<file path="src/rtl/primos_pares_scanner.sv">
// primos_pares_scanner: sweeps codes 0..15 into a prime/even detector and checks its outputs.
// Optional feature: define PPS_HALT_ON_ERR_EN to end the sweep at the first mismatching sample.
module primos_pares_scanner #(
   parameter int HOLD_CYCLES = 5
) (
   input  logic       clk,
   input  logic       rst_n,
   input  logic       start,
   input  logic       primos,
   input  logic       pares,
   output logic       d,
   output logic       c,
   output logic       b,
   output logic       a,
   output logic [3:0] code,
   output logic       busy,
   output logic       done,
   output logic [4:0] prime_cnt,
   output logic [4:0] even_cnt,
   output logic       err,
   output logic [3:0] err_code
);
   typedef enum logic [1:0] {IDLE, DRIVE, FIN} state_t;
   localparam logic [15:0] PRIMES = 16'b0010_1000_1010_1100;
   localparam logic [7:0]  LAST   = 8'(HOLD_CYCLES - 1);
   state_t     state;
   logic [7:0] hold;
   logic       miss;
   logic       halt;
   assign {d, c, b, a} = code;
   // golden comparison for the code currently on the detector
   always_comb begin
      miss = (primos != PRIMES[code]) || (pares != ~code[0]);
`ifdef PPS_HALT_ON_ERR_EN
      halt = miss;
`else
      halt = 1'b0;
`endif
   end
   // sweep sequencer: accept START, hold each code, sample at end of hold, pulse DONE
   always_ff @(posedge clk or negedge rst_n) begin
      if (!rst_n) begin
         state     <= IDLE;
         hold      <= '0;
         code      <= '0;
         busy      <= 1'b0;
         done      <= 1'b0;
         prime_cnt <= '0;
         even_cnt  <= '0;
         err       <= 1'b0;
         err_code  <= '0;
      end else begin
         case (state)
            IDLE: if (start) begin
               prime_cnt <= '0;
               even_cnt  <= '0;
               err       <= 1'b0;
               err_code  <= '0;
               code      <= '0;
               hold      <= '0;
               busy      <= 1'b1;
               state     <= DRIVE;
            end
            DRIVE: if (hold == LAST) begin
               prime_cnt <= prime_cnt + 5'(primos);
               even_cnt  <= even_cnt + 5'(pares);
               if (miss && !err) begin
                  err      <= 1'b1;
                  err_code <= code;
               end
               if (code == 4'hf || halt) begin
                  done  <= 1'b1;
                  state <= FIN;
               end else begin
                  code <= code + 4'd1;
                  hold <= '0;
               end
            end else begin
               hold <= hold + 8'd1;
            end
            FIN: begin
               done  <= 1'b0;
               busy  <= 1'b0;
               code  <= '0;
               hold  <= '0;
               state <= IDLE;
            end
            default: state <= IDLE;
         endcase
      end
   end
endmodule
</file>
<file path="config.mk">
export PLATFORM = sky130hd
export DESIGN_NAME = primos_pares_scanner
export DESIGN_NICKNAME = d
export VERILOG_FILES = /design/src/rtl/primos_pares_scanner.sv
export SDC_FILE = /design/constraint.sdc
export NUM_CORES = 1
export LEC_CHECK = 0
export BUFFER_PORTS_ARGS = -buffer_cell sky130_fd_sc_hd__buf_2
export CELL_PAD_IN_SITES_DETAIL_PLACEMENT = 1
export CELL_PAD_IN_SITES_GLOBAL_PLACEMENT = 1
export CORE_ASPECT_RATIO = 1.5
export CORE_UTILIZATION = 38
export DETAILED_ROUTE_END_ITERATION = 16
export GPL_TIMING_DRIVEN = 0
export PLACE_DENSITY_LB_ADDON = 0.3
export SLEW_MARGIN = 20
export SYNTH_ARGS = -nofsm -noshare
export SYNTH_HDL_FRONTEND = slang
export SYNTH_SLANG_ARGS = --single-unit
</file>
<file path="constraint.sdc">
create_clock -name clk -period 2 [get_ports clk]
set_input_delay 0.3 -clock clk [delete_from_list [all_inputs] [get_ports clk]]
set_output_delay 0.3 -clock clk [all_outputs]
set_load 0.02 [all_outputs]
</file>
==> flow_summary.yaml <==
sta:
  finalCritPeriodShare: 1.117
  final-hold-violation-count: 0
  fin_skew_ps: 4.190
  rsz0062_at_grt: "true"
  setup_viol: 11
  relSlewSlack: 0.5139
  worst_slew_pin_slew_ps: 729.2
  drv_slew: 0
  worst_slack_ps: -233.5
  fin_crit_ps: 2233
  max_freq_ghz: 0.4477
  tns_ps: -1152
run_status:
  violations: "design-rule violations, negative setup slack"
  outcome: "finished, violations left"
yosys:
  yosys_warnings: 0
  yosys_most_used_dff: "dfrtp_1"
  synthCells: 180
  synth_edf_count: 0
  netlist_top_cells_area: "dfrtp_1 44%, ha_1 5.7%, o21ai_0 4.0%"
  yosysTopAreaCellShare: 0.4410
  ys_async_sr_fraction: 1.000
  yosysTopAreaCell: "dfrtp_1"
  syn_nets: 193
  ys_ff_latch: 31
  syn_area_um2: 1759
  yosysSeqAreaShare: 0.4410
  syn_area_per_cell_um2: 9.773
  synth.distinct_cells: 47
worst_setup_path:
  cp.arrival_ps: 2400
  worst_setup_path_start_kind: "flop"
  cp-end-kind: "flop"
  path_max_fanout: 5
  worstSetupPathType: "reg -> reg"
  crit_required_ps: 2160
drt:
  num_vias: 1659
  via_per_inst: 6.077
  drtPass1Iterations: 10
  wl_per_cell_um: 18.39
  post-route-drc-count: 2
  wl_mm: 5.020
  drt-initial-drc-count: 41
  final_antenna_net_count: 0
cts:
  tritoncts: "done"
  postCtsHoldBufs: 0
  cts.sinks: 31
  cts.root.buffer_cell: "clkbuf_8"
  cts_made_buffers: 5
  clockBufferDepth: 2
  clk_latency_ps: 280
  clk_pin_slew_ps: 70
  cts_max_level: 2
floorplan:
  die_h_um: 85.33
  fp.dieW_um: 57.56
  core_area_um2: 4467
  design.die.area_um2: 4911
  initial_utilization: 0.3938
  ioPinCount: 30
  fp-row-count: 30
global_route:
  grt_pass1_wl_mm: 8.086
  grt_pass1_vias: 1698
  antenna_found_initial: 0
  grt_start_max_net_pins: 32
  grt.overflow.total: 0
  grt_use_total: 0.2131
place:
  dp_hpwl_mm: 3.493
  globalplace.congestion: 0.8421
  dpl_cell_area_um2: 1964
  io_buffers: 29
  place_ws_ps: -283.7
power:
  power_density_nw_per_um2: 1393
  ir_drop_mv: 0.5832
  leakage_nw: 0.9997
flow_run:
  drv_cap: 0
final_layout:
  final_common_cell: "dfrtp_1"
  final_core_util: 0.4947
  layout.nets: 237
  drive_gt1_frac: 0.3200
  final_cell_mix: "31 x dfrtp_1, 29 x buf_2, 15 x nand2_1"
  n_antenna_cell: 0
  fin_area_um2: 2210
  syn_to_final_growth_pct: 25.60
hold_path:
  hold_path_class: "in -> async"
-- stage by stage --
stage	instances	total power [mW]	hold slack [ps]
2_1_floorplan	180	1.882	4.409
3_3_place_gp	257	2.189	385.1
3_5_place_dp	257	2.279	401.0
4_1_cts	268	2.943	94.34
5_1_grt	273	3.289	113.8
6_report	273	3.078	69.81
-- flip-flops by register name (all words and copies together), names as in the netlist, 2 cells and up --
signal     flops
err_code       4
prime_cnt      5
code           4
hold           8
even_cnt       5
state          2
-- cell type report --
class                           count  area (um2)
Tap cell                           48       60.06
Multi-Input combinational cell    132       979.7
Timing Repair Buffer               37       205.2
Inverter                            8       30.03
Buffer                              9       58.81
Fill cell                         527        2257
Sequential cell                    31       775.7
Clock buffer                        8       100.1
-- per-layer routing --
layer,vias up,track usage,share of wire
met2,27,0.3827,0.58
met4,0,0.09756,0.021
met3,12,0.03963,0.022
li1,761,-,-
met1,859,0.2372,0.38
met5,-,0,0
-- worst paths after layout --
kind / from / cells past startpoint / to / slack, ps
hold / removal: rst_n / 1 / even_cnt[0] / 70
hold reg to reg: done / 1 / done / 530
setup / recovery: hold[1] / 6 / err_code[1] / -230
max in group asynchronous: rst_n / 1 / hold[6] / 1460
min in group clk: start / 3 / code[3] / 450
setup reg to reg: hold[1] / 6 / err_code[1] / -230
-- worst max-delay path, cell delays in order (launching register included) --
cell and delay, ps:
dfrtp_1 400, inv_2 80, ha_4 130, or4b_4 510, or4_4 560, and3_4 180, a221o_1 260
-- cells in the mapped netlist, types with 5 or more instances --
| master | number |
|---|---|
| inv_1 | 8 |
| and3_1 | 9 |
| nand2_1 | 16 |
| nand3_1 | 9 |
| o21ai_0 | 14 |
| dfrtp_1 | 31 |
| nor3_1 | 5 |
| ha_1 | 8 |
| a21oi_1 | 8 |
-- where the power goes --
part           internal, mW  switching [mW]  leakage (nW)
combinational         0.675           0.736         0.582
sequential            0.829           0.287         0.366
clock                 0.314           0.237        0.0515
total                  1.82            1.26          1.00
-- cell families after synthesis --
logic type               share of synthesized area
multiplexers                               0.01849
AND/OR/NAND/NOR                             0.1984
XOR/XNOR                                   0.01494
flip-flops                                  0.4410
adder cells (fa/ha/maj)                    0.05690
buffers and inverters                      0.04907
AO/OA/AOI/OAI                               0.2212
-- timing repair --
| item | CTS | global route |
|---|---|---|
| buffers inserted | 3 | 5 |
| resized for setup | 8 | 16 |
| endpoints found under the hold margin | 0 | 0 |
| gates cloned | 0 | 0 |
| setup endpoints to repair | 27 | 28 |
| pin swaps | 5 | 5 |
(Power assumes the default switching activity.)
